[config.mk]
export PLATFORM = sky130hd
export DESIGN_NAME = systolic_feeder
export DESIGN_NICKNAME = d
export VERILOG_FILES = /design/src/rtl/systolic_pkg.sv /design/src/rtl/systolic_skew_gen.sv /design/src/rtl/systolic_feeder.sv
export SDC_FILE = /design/constraint.sdc
export NUM_CORES = 1
export LEC_CHECK = 0
export CAP_MARGIN = 40
export CORE_MARGIN = 2
export CORE_UTILIZATION = 49
export CTS_CLUSTER_SIZE = 10
export DETAILED_ROUTE_END_ITERATION = 8
export GPL_ROUTABILITY_DRIVEN = 0
export GPL_TIMING_DRIVEN = 0
export PLACE_DENSITY = 0.87
export REMOVE_ABC_BUFFERS = 1
export SYNTH_ARGS = -nofsm -noshare
export SYNTH_HDL_FRONTEND = slang
export SYNTH_HIERARCHICAL = 1
export SYNTH_SLANG_ARGS = --single-unit
[constraint.sdc]
create_clock -name clk -period 4.2 [get_ports clk]
set_clock_uncertainty 0.15 [all_clocks]
set_input_delay 0.84 -clock clk [delete_from_list [all_inputs] [get_ports clk]]
set_output_delay 0.84 -clock clk [all_outputs]
set_load 0.03 [all_outputs]
[src/rtl/systolic_pkg.sv]
// Shared constants and types for the systolic-array feeder.
package systolic_pkg;

    localparam int DEF_DATA_W = 8;
    localparam int N_ROWS     = 3;
    localparam int N_PHASES   = 4;
    localparam int PHASE_LEN  = 5;

    typedef enum logic [2:0] {
        ST_IDLE   = 3'd0,
        ST_LOAD_B = 3'd1,
        ST_SETTLE = 3'd2,
        ST_STREAM = 3'd3,
        ST_DRAIN  = 3'd4,
        ST_FIN    = 3'd5
    } state_e;

    typedef logic [1:0] phase_sel_t;

endpackage

[src/rtl/systolic_skew_gen.sv]
// Diagonal skew window for one array row: passes the operand while the
// in-phase count sits in [K, K+N_ROWS-1], otherwise outputs zero.
module systolic_skew_gen #(
    parameter int DATA_W = 8,
    parameter int K      = 0
) (
    input  logic [2:0]        c,
    input  logic [DATA_W-1:0] operand,
    output logic [DATA_W-1:0] value
);
    import systolic_pkg::*;

    logic [3:0] rel_s;

    // Offset of the count from this row's window start; underflow wraps high.
    always_comb begin
        rel_s = {1'b0, c} - 4'(K);
        if (rel_s <= 4'(N_ROWS - 1)) begin
            value = operand;
        end else begin
            value = {DATA_W{1'b0}};
        end
    end

endmodule

[src/rtl/systolic_feeder.sv]
// Upstream sequencer for the 3x3-weight / 2x2-result systolic array.
// Latches one operand set on start, loads B weights, streams skewed A
// operands over four result phases and steps the result/c_reg selects.
// Optional build macro SYSTOLIC_FEEDER_REUSE_B_EN adds a reuse_b input that
// skips the weight load and keeps the previous B outputs.
module systolic_feeder #(
    parameter int DATA_W       = systolic_pkg::DEF_DATA_W,
    parameter int PHASE_LEN    = systolic_pkg::PHASE_LEN,
    parameter int DRAIN_CYCLES = 1
) (
    input  logic                 clk,
    input  logic                 rst,
    input  logic                 start,
`ifdef SYSTOLIC_FEEDER_REUSE_B_EN
    input  logic                 reuse_b,
`endif
    input  logic [9*DATA_W-1:0]  b_data,
    input  logic [12*DATA_W-1:0] a_data,
    output logic                 busy,
    output logic                 done,
    output logic [8:0]           en_reg_B,
    output logic [DATA_W-1:0]    B11,
    output logic [DATA_W-1:0]    B12,
    output logic [DATA_W-1:0]    B13,
    output logic [DATA_W-1:0]    B21,
    output logic [DATA_W-1:0]    B22,
    output logic [DATA_W-1:0]    B23,
    output logic [DATA_W-1:0]    B31,
    output logic [DATA_W-1:0]    B32,
    output logic [DATA_W-1:0]    B33,
    output logic                 en_reg_A,
    output logic                 en_reg_Acc,
    output logic [DATA_W-1:0]    row1_in,
    output logic [DATA_W-1:0]    row2_in,
    output logic [DATA_W-1:0]    row3_in,
    output logic [1:0]           sel_en_demux_result,
    output logic [1:0]           sel_en_demux_c_reg,
    output logic                 input_demux_c_reg
);
    import systolic_pkg::*;

    localparam logic [2:0] C_LAST = 3'(PHASE_LEN - 1);
    localparam phase_sel_t P_LAST = 2'(N_PHASES - 1);
    localparam logic [7:0] D_LAST = 8'(DRAIN_CYCLES - 1);

    state_e                   state_r, state_s;
    phase_sel_t               p_r, p_s;
    logic [2:0]               c_r, c_s;
    logic [7:0]               drain_r, drain_s;
    logic                     accept_s, reuse_s, load_b_s;
    logic [11:0][DATA_W-1:0]  a_lat_r;
    logic [DATA_W-1:0]        skew_s [N_ROWS];
    logic [DATA_W-1:0]        row_s  [N_ROWS];
    logic                     busy_s, done_s, en_a_s, demux_s;
    logic [8:0]               en_b_s;
    phase_sel_t               sel_s;

`ifdef SYSTOLIC_FEEDER_REUSE_B_EN
    assign reuse_s = reuse_b;
`else
    assign reuse_s = 1'b0;
`endif

    assign load_b_s = accept_s & ~reuse_s;

    // Next-state and phase/count sequencing.
    always_comb begin
        state_s  = state_r;
        p_s      = p_r;
        c_s      = c_r;
        drain_s  = drain_r;
        accept_s = 1'b0;
        case (state_r)
            ST_IDLE: begin
                if (start) begin
                    accept_s = 1'b1;
                    state_s  = reuse_s ? ST_SETTLE : ST_LOAD_B;
                end else begin
                    state_s  = ST_IDLE;
                end
            end
            ST_LOAD_B: state_s = ST_SETTLE;
            ST_SETTLE: begin
                state_s = ST_STREAM;
                p_s     = 2'b00;
                c_s     = 3'd0;
            end
            ST_STREAM: begin
                if (c_r == C_LAST) begin
                    if (p_r == P_LAST) begin
                        state_s = ST_DRAIN;
                        drain_s = 8'd0;
                    end else begin
                        p_s = p_r + 2'd1;
                        c_s = 3'd0;
                    end
                end else begin
                    c_s = c_r + 3'd1;
                end
            end
            ST_DRAIN: begin
                if (drain_r == D_LAST) begin
                    state_s = ST_FIN;
                end else begin
                    drain_s = drain_r + 8'd1;
                end
            end
            ST_FIN:  state_s = ST_IDLE;
            default: state_s = ST_IDLE;
        endcase
    end

    // Operand source per row: element p*3+k of the latched A set.
    for (genvar k = 0; k < N_ROWS; k++) begin : g_row
        logic [3:0] idx_s;
        assign idx_s = 4'(p_s) * 4'(N_ROWS) + 4'(k);
        systolic_skew_gen #(
            .DATA_W (DATA_W),
            .K      (k)
        ) u_skew (
            .c       (c_s),
            .operand (a_lat_r[idx_s]),
            .value   (skew_s[k])
        );
    end

    // Output values for the upcoming state, registered below.
    always_comb begin
        busy_s  = 1'b0;
        done_s  = 1'b0;
        en_b_s  = 9'h000;
        en_a_s  = 1'b0;
        sel_s   = 2'b00;
        demux_s = accept_s ? 1'b1 : input_demux_c_reg;
        case (state_s)
            ST_IDLE:   busy_s = 1'b0;
            ST_LOAD_B: begin
                busy_s = 1'b1;
                en_b_s = 9'h1FF;
            end
            ST_SETTLE: begin
                busy_s = 1'b1;
                en_a_s = 1'b1;
            end
            ST_STREAM: begin
                busy_s = 1'b1;
                en_a_s = 1'b1;
                sel_s  = p_s;
            end
            ST_DRAIN: begin
                busy_s = 1'b1;
                en_a_s = 1'b1;
                sel_s  = 2'b11;
            end
            ST_FIN: begin
                done_s  = 1'b1;
                demux_s = 1'b0;
            end
            default: busy_s = 1'b0;
        endcase
        for (int k = 0; k < N_ROWS; k++) begin
            if (state_s == ST_STREAM) begin
                row_s[k] = skew_s[k];
            end else begin
                row_s[k] = {DATA_W{1'b0}};
            end
        end
    end

    // FSM state and counters.
    always_ff @(posedge clk or negedge rst) begin
        if (!rst) begin
            state_r <= ST_IDLE;
            p_r     <= 2'b00;
            c_r     <= 3'd0;
            drain_r <= 8'd0;
        end else begin
            state_r <= state_s;
            p_r     <= p_s;
            c_r     <= c_s;
            drain_r <= drain_s;
        end
    end

    // Registered control and row outputs.
    always_ff @(posedge clk or negedge rst) begin
        if (!rst) begin
            busy                <= 1'b0;
            done                <= 1'b0;
            en_reg_B            <= 9'h000;
            en_reg_A            <= 1'b0;
            en_reg_Acc          <= 1'b0;
            row1_in             <= {DATA_W{1'b0}};
            row2_in             <= {DATA_W{1'b0}};
            row3_in             <= {DATA_W{1'b0}};
            sel_en_demux_result <= 2'b00;
            sel_en_demux_c_reg  <= 2'b00;
            input_demux_c_reg   <= 1'b1;
        end else begin
            busy                <= busy_s;
            done                <= done_s;
            en_reg_B            <= en_b_s;
            en_reg_A            <= en_a_s;
            en_reg_Acc          <= 1'b0;
            row1_in             <= row_s[0];
            row2_in             <= row_s[1];
            row3_in             <= row_s[2];
            sel_en_demux_result <= sel_s;
            sel_en_demux_c_reg  <= sel_s;
            input_demux_c_reg   <= demux_s;
        end
    end

    // Operand capture at acceptance; B outputs double as the weight latch.
    always_ff @(posedge clk or negedge rst) begin
        if (!rst) begin
            a_lat_r <= '0;
            B11 <= {DATA_W{1'b0}};
            B12 <= {DATA_W{1'b0}};
            B13 <= {DATA_W{1'b0}};
            B21 <= {DATA_W{1'b0}};
            B22 <= {DATA_W{1'b0}};
            B23 <= {DATA_W{1'b0}};
            B31 <= {DATA_W{1'b0}};
            B32 <= {DATA_W{1'b0}};
            B33 <= {DATA_W{1'b0}};
        end else begin
            if (accept_s) begin
                a_lat_r <= a_data;
            end
            if (load_b_s) begin
                B11 <= b_data[0*DATA_W +: DATA_W];
                B12 <= b_data[1*DATA_W +: DATA_W];
                B13 <= b_data[2*DATA_W +: DATA_W];
                B21 <= b_data[3*DATA_W +: DATA_W];
                B22 <= b_data[4*DATA_W +: DATA_W];
                B23 <= b_data[5*DATA_W +: DATA_W];
                B31 <= b_data[6*DATA_W +: DATA_W];
                B32 <= b_data[7*DATA_W +: DATA_W];
                B33 <= b_data[8*DATA_W +: DATA_W];
            end
        end
    end

endmodule
======== Yosys cells after proc, flatten, opt, wreduce, memory -nomap -nowiden ========
Index checks and enable logic that the tools add are counted.
storage, ports and cells
  flip-flop bits (word level) ............. 223
  bits of input ports ..................... 171
  logic and storage cells ................. 105
  output and inout port bits .............. 114
cells by class
  magnitude comparators ................... 6
  multiply operators ...................... 1
  mux-type cells .......................... 36
  reduce and logical (&&, ||, !) cells .... 7
  eq/ne operators ......................... 14
  $add $sub $neg .......................... 7
operators by type and width
  kind                                                  count
  binary-select mux 8 bit (select 4 bit)                3
  2-to-1 mux 8 bit                                      12
  one-hot mux 8 bit (2 select lines)                    1
  < comparator 4 x 5 -> 1 bit (second input constant)   3
  2-to-1 mux 3 bit                                      5
  one-hot mux 3 bit (5 select lines)                    1
  == test 3 x 2 -> 1 bit (second input constant)        4
  == test 3 bit (second input constant)                 4
  2-to-1 mux 9 bit                                      1
  adder 8 x 1 -> 8 bit (second input constant)          1
  <= comparator 4 x 2 -> 1 bit (second input constant)  2
  logical NOT 8 bit                                     1
  2-to-1 mux 1 bit                                      8
  one-hot mux 2 bit (2 select lines)                    2
  == test 3 x 1 -> 1 bit (second input constant)        2
  inequality test 2 bit (second input constant)         3
  one-hot mux 3 bit (2 select lines)                    1
  adder 4 x 1 -> 4 bit (second input constant)          1
  adder 4 x 2 -> 4 bit (second input constant)          1
  multiplier 2 x 2 -> 4 bit (second input constant)     1
  2-to-1 mux 2 bit                                      2
  AND reduction 4 bit                                   1
  nonzero test 2 bit                                    2
  OR reduction 4 bit                                    1
  other kinds (8)                                       8

======== Longest topological paths before layout ========
Gate-level depths: netlist of run 1.
  depth after elaboration ................. 10
  depth in mapped cells ................... 19
  gate-level depth less buffers ........... 15

======== Cells and area by module ========
Netlist of run 1, hierarchy kept.
modules (own cells, without submodules)
  module                               sequential area each (um^2)  cells an instance  area an instance (um^2)  times used
  systolic_feeder                      5381.4                       832                10154.7                  1
  systolic_skew_gen (g_row[1].u_skew)  0.0                          26                 138.9                    1
  systolic_skew_gen (g_row[2].u_skew)  0.0                          13                 132.6                    1
  systolic_skew_gen (g_row[0].u_skew)  0.0                          9                  58.8                     1

======== Worst setup path before layout of run 1 ========
Ideal clock, no wire load.
  kind .................................... flip-flop to flip-flop
  from .................................... reg c_r[0]
  to ...................................... reg row1_in[0]
  path slack .............................. 0.701 ns
  arrival ................................. 3.230 ns
  stages on the path, launching flop included .. 15
  buffers on the path ..................... 4
  path through ............................ dfrtp_1 -> inv_1 -> ha_1 -> a21o_1 -> and3_4 -> nor2_4 -> buf_2 -> buf_2 -> ha_1 -> clkbuf_1 -> clkbuf_1 -> mux2_2 -> a211o_1 -> and2_1 -> and2_1
RTL lines
  item                    line                    text
  from (decl)             systolic_feeder.sv:48   logic [2:0] c_r, c_s;
  from (signal assigned)  systolic_feeder.sv:180  c_r <= c_s;
  to (signal assigned)    systolic_feeder.sv:193  row1_in <= {DATA_W{1'b0}};
  to (signal assigned)    systolic_feeder.sv:205  row1_in <= row_s[0];
  to (decl)               systolic_feeder.sv:33   output logic [DATA_W-1:0] row1_in,

==> results of run 1 <==
-- Yosys cell counts (2+ instances only) --
cell type,instances
nand3_1,9
o22a_1,3
inv_1,12
a21oi_1,34
buf_6,4
buf_4,13
or3_1,15
o2bb2ai_1,8
mux2i_1,40
nand2_1,85
dfrtp_1,214
or2_2,5
mux2_2,174
a221oi_1,4
and2_1,36
xor2_1,5
buf_2,25
buf_1,5
o21ai_0,19
nand4b_1,5
nor2b_1,2
a21boi_2,8
a22oi_1,5
clkbuf_1,15
a211o_1,6
and3_1,3
o211ai_1,5
a31oi_1,2
o22ai_1,21
nor2_1,36
nor3_1,5
mux2_4,2
ha_1,11
nand2b_1,8
mux4_2,5
o2111ai_1,3
-- worst register-to-register path, delay by kind of cell, from the launching register on --
kind,cells,cell delay (ns)
AOI/OAI and AO/OA,2,0.38
adders and majority gates,2,0.75
buffers and inverters,3,0.58
DFF,1,0.39
and+or+nand+nor,7,1.70
-- power by group --
group | internal, uW | leakage, uW | total (uW) | switching, uW
clock network | 1240 | 0.000385 | 2070 | 828
logic | 2400 | 0.00318 | 5700 | 3300
registers | 2390 | 0.00268 | 2620 | 222
-- metal layers --
metal | routed length (um) | GRT usage (%)
met5 | 0 | 0
met1 | 11000 | 31.7
met2 | 14100 | 42.9
met3 | 2740 | 7.18
met4 | 932 | 8.07
-- cell families (layout without fill, tap and decap cells) --
family	Yosys count	count (layout)	share of synthesized area, %
flip-flops	215	215	51.3
AO/OA/AOI/OAI	129	129	8.44
AND/OR/NAND/NOR	222	223	10.8
buffers and inverters	75	368	3.73
multiplexers	221	221	23.9
adder cells (fa/ha/maj)	11	11	1.31
XOR/XNOR	6	6	0.501
other	1	1	0.0358
-- through the flow --
step                std cells  total power (uW)  instance area [um2]  worst slack (ns)
floorplan                 818              6250                10100            -15.85
global placement         1376              7870                13300            -24.83
detailed placement       1405              8070                13600            -0.811
CTS                      1447             10300                14400           0.00980
global route             1449             10900                14500          -0.00708
finish                   1449             10400                14500             0.180
-- what timing repair did --
item	4_1_cts	5_1_grt
endpoints found under the setup margin	24	16
hold buffers	0	0
pin swaps	1	1
buffers inserted	1	2
gates cloned	1	0
gates resized for setup	5	6
-- layout make-up --
cell class	count	area [um2]
clock buffers	39	769
clock inverters	1	16.3
fillers	1490	6560
multi-input cells	591	4760
repair buffers	315	3140
flip-flops and latches	215	5380
well taps	275	344
inverters	13	51.3
-- final timing paths --
kind	cells past startpoint	end	slack, ns
setup / recovery	14	row1_in[2]	0.18
hold / removal	1	B33[6]	0.17
setup reg to reg	14	row1_in[2]	0.18
hold reg to reg	1	a_lat_r[2]	0.35
max in group asynchronous	2	a_lat_r[59]	2.66
min in group clk	1	a_lat_r[2]	0.35
==> results.py, run 1 <==
metrics = {
    "die": {
        "die_h_um": 150,
        "io_pins": 285,
        "initial_core_util_pct": 49.9,
        "die-area_um2": 22600,
        "die_w_um": 150,
        "fp-row-count": 53,
        "core_um2": 21000,
    },
    "outcome": {
        "status": "completed",
    },
    "yosys": {
        "async_flop_share_pct": 100,
        "syn_area_um2": 10500,
        "ys_ff_latch": 215,
        "ys_seq_area_share_pct": 51.3,
        "yosysWarnings": 6,
        "yosys-top-cells-area": "dfrtp_1 (51%), mux2_2 (19%), mux2i_1 (3.8%)",
        "syn_avg_cell_area_um2": 11.9,
        "netlist.area_leader.share_pct": 51.1,
        "yosys.area.top_type": "dfrtp_1",
        "ys.flop_type": "dfrtp_1",
        "ys_types": 64,
        "synth_cells": 880,
        "synth_enable_flop_cells": 0,
    },
    "hold_path": {
        "holdCritPathClass": "primary input to asynchronous set/reset pin",
    },
    "worst_setup_path": {
        "cp_top_family": "simple AND/OR/NAND/NOR gates",
        "path_class": "flip-flop to flip-flop",
        "critPathMaxFanout": 30,
        "cp_slowest_stage_delay_ns": 0.51,
        "critPathCaptureType": "flip-flop",
        "r2r_start": "c_r[0]",
        "path_buf_inv": 3,
        "crit_required_ns": 4.51,
        "crit_start": "c_r[0]",
        "crit_slowest_cell": "ha_2",
        "path_common_cell": "and2_1",
        "critPathLaunchType": "flip-flop",
        "path_cells": "inv_1 -> ha_1 -> nand4b_1 -> and3_4 -> nor2_4 -> buf_4 -> buf_12 -> ha_2 -> nand2_2 -> or2_2 -> o22ai_1 -> a211o_1 -> and2_1 -> and2_1",
        "arrival_ns": 4.33,
    },
    "global_routing": {
        "antenna_found_initial": 0,
        "track_usage_pct": 25.4,
        "grt_max_degree": 124,
        "overflow": 0,
        "grt_pass1_wl_mm": 44.6,
        "grt_pass1_vias": 8359,
    },
    "pwr": {
        "ir_worst_vdd_mv": 0.664,
        "leakage_uw": 0.00625,
        "powerDensity_nw_per_um2": 718,
    },
    "detailed_routing": {
        "ant_nets": 0,
        "wl_mm": 28.8,
        "vias": 8138,
        "drc": 0,
        "firstDrtPassIters": 5,
        "vias_per_cell": 5.62,
        "avgRoutedWirePerCell_um": 19.9,
        "drtIter0Drc": 669,
    },
    "clock_network": {
        "cts_tree": "done",
        "clk_pin_slew_ns": 0.05,
        "clk_path_buf_depth": 3,
        "ctsHtreeMaxLevel": 1,
        "root_buffer": "clkbuf_16",
        "clk_latency_ns": 0.53,
        "clock_sinks": 215,
        "numCtsBuffers": 26,
    },
    "timing": {
        "hold_viol": 0,
        "rsz0062_at_grt": "yes",
        "finalCritPeriodShare_pct": 95.7,
        "setup_tns_ns": 0,
        "max_slew_margin_pct": 44.0,
        "hold_slack_ns": 0.168,
        "setup_viol": 0,
        "final_max_slew_viol_count": 0,
        "max_freq_mhz": 249,
        "worstMarginPinSlew_ns": 0.831,
        "finalCriticalPeriod_ns": 4.02,
    },
    "flow_run": {
        "drv_cap": 0,
    },
    "finish": {
        "most-common-layout-cells": "clkdlybuf4s50_1 (282), dfrtp_1 (214), mux2_2 (174), nand2_1 (84), mux2i_1 (40)",
        "final_common_cell": "clkdlybuf4s50_1",
        "fin_nets": 1344,
        "largest-register": "a_lat_r",
        "syn_to_final_growth_pct": 37.9,
        "largest_register_ffs": 96,
        "diodes": 0,
        "drive_gt1_share_pct": 24.4,
        "finish.utilization_pct": 68.8,
    },
    "placement": {
        "io_buffer_count": 283,
        "hpwlAfterDp_mm": 20.7,
    },
}
No activity file was read; power rests on OpenSTA's default activity.
==> inputs of run 2 (changes only) <==
Settings changed: SETUP_SLACK_MARGIN set to 0.5.
==> results.py, run 2 (synthesis results as in run 1) <==
metrics = {
    "outcome": {
        "status": "completed",
    },
    "placement": {
        "hpwlAfterDp_mm": 20.7,
        "placed_cells": 1405,
        "preCtsSetupSlack_ns": -0.811,
        "io_buffer_count": 283,
        "dpl_cell_area_um2": 13600,
    },
    "finish": {
        "largest-register": "a_lat_r",
        "drive_gt1_share_pct": 25.7,
        "fin_nets": 1355,
        "fillerInstances": 1463,
        "most-common-layout-cells": "clkdlybuf4s50_1 (282), dfrtp_1 (214), mux2_2 (174), nand2_1 (84), mux2i_1 (40)",
        "final_common_cell": "clkdlybuf4s50_1",
        "syn_to_final_growth_pct": 40.2,
        "diodes": 0,
        "final_area_um2": 14700,
        "post_layout_nonfiller_instances": 1460,
        "largest_register_ffs": 96,
    },
    "clock_network": {
        "clk_latency_ns": 0.53,
        "clk_path_buf_depth": 3,
        "root_buffer": "clkbuf_16",
        "clock_sinks": 215,
        "cts_tree": "done",
        "clk_pin_slew_ns": 0.06,
        "ctsHtreeMaxLevel": 1,
        "numCtsBuffers": 26,
        "cts_hold_buf": 0,
    },
    "pwr": {
        "ir_worst_vdd_mv": 0.684,
        "powerDensity_nw_per_um2": 746,
        "leakage_uw": 0.00634,
    },
    "die": {
        "initial_core_util_pct": 49.9,
        "die_h_um": 150,
        "fp-row-count": 53,
        "io_pins": 285,
        "die_w_um": 150,
        "core_um2": 21000,
        "die-area_um2": 22600,
    },
    "detailed_routing": {
        "drtIter0Drc": 748,
        "ant_nets": 0,
        "avgRoutedWirePerCell_um": 20.2,
        "drc": 0,
        "wl_mm": 29.5,
        "firstDrtPassIters": 5,
        "vias": 8216,
        "vias_per_cell": 5.63,
    },
    "timing": {
        "setup_tns_ns": 0,
        "final_max_slew_viol_count": 0,
        "finalCriticalPeriod_ns": 3.64,
        "max_slew_margin_pct": 38.4,
        "rsz0062_at_grt": "no",
        "setup_viol": 0,
        "max_freq_mhz": 275,
        "finalCritPeriodShare_pct": 86.6,
        "setup_ws_ns": 0.563,
        "worstMarginPinSlew_ns": 0.915,
        "hold_slack_ns": 0.168,
        "hold_viol": 0,
    },
    "global_routing": {
        "antenna_found_initial": 0,
        "overflow": 0,
        "grt_pass1_wl_mm": 44.7,
        "track_usage_pct": 25.5,
        "grt_max_degree": 124,
        "grt_pass1_vias": 8365,
    },
    "hold_path": {
        "holdCritPathClass": "primary input to asynchronous set/reset pin",
    },
    "flow_run": {
        "drv_cap": 0,
    },
    "worst_setup_path": {
        "path_class": "flip-flop to flip-flop",
        "critPathMaxFanout": 19,
        "critPathCaptureType": "flip-flop",
        "critPathLaunchType": "flip-flop",
        "arrival_ns": 3.90,
        "crit_required_ns": 4.46,
    },
}
-- run 2: what timing repair did --
action / in CTS / in global routing
pin swaps: 2 / 2
buffers inserted: 3 / 8
cloned: 1 / 3
setup endpoints to repair: 24 / 24
resized for setup: 16 / 16
-- run 2: layout make-up --
cell class              instances  area (um2)  area share [%]
clock buffers                  39         769            5.24
clock inverters                 1        16.3           0.111
inverters                      13        65.1           0.443
multi-input cells             591        4840            32.9
flip-flops and latches        215        5380            36.6
well taps                     275         344            2.34
repair buffers                325        3280            22.3
repair inverters                1        8.76          0.0596
-- run 2: final timing paths --
path                            slack (ns)  depth (start not counted)               from                 to
worst max-delay path                  0.56                         13         state_r[2]         row3_in[0]
max in group asynchronous             2.65                          2                rst        a_lat_r[59]
worst min register to register        0.35                          2  input_demux_c_reg  input_demux_c_reg
worst min-delay path                  0.17                          1                rst             B33[6]
worst max register to register        0.56                         13         state_r[2]         row3_in[0]
min in group clk                      0.35                          2  input_demux_c_reg  input_demux_c_reg
-- run 2: power by group --
group | internal, uW | switching (uW)
sequential | 2390 | 224
combinational | 2730 | 3540
clock | 1240 | 830
total | 6370 | 4590
-- run 2: through the flow --
stage	power [uW]	util (%)
floorplan	6250	-
global placement	7870	63.4
detailed placement	8070	64.8
CTS	10400	68.9
global route	11500	69.9
finish	11000	69.9
-- run 2: per-layer routing --
| layer | track usage, % | routed length, um | vias up |
|---|---|---|---|
| met2 | 43.3 | 14500 | 413 |
| met5 | 0 | 0 | - |
| met1 | 31.7 | 11200 | 4010 |
| li1 | - | - | 3714 |
| met3 | 7.12 | 2810 | 79 |
| met4 | 7.88 | 966 | 0 |
-- run 2: critical path: stages (launching register included) --
cell and delay (ns):
dfrtp_1 0.41, nand2b_2 0.31, and2_2 0.37, nor2_4 0.28, clkinv_8 0.10, buf_16 0.18, ha_4 0.22, xnor2_4 0.18
and2_2 0.29, nand2_1 0.21, o22ai_1 0.14, a211o_1 0.32, a21boi_2 0.17, and2_1 0.16
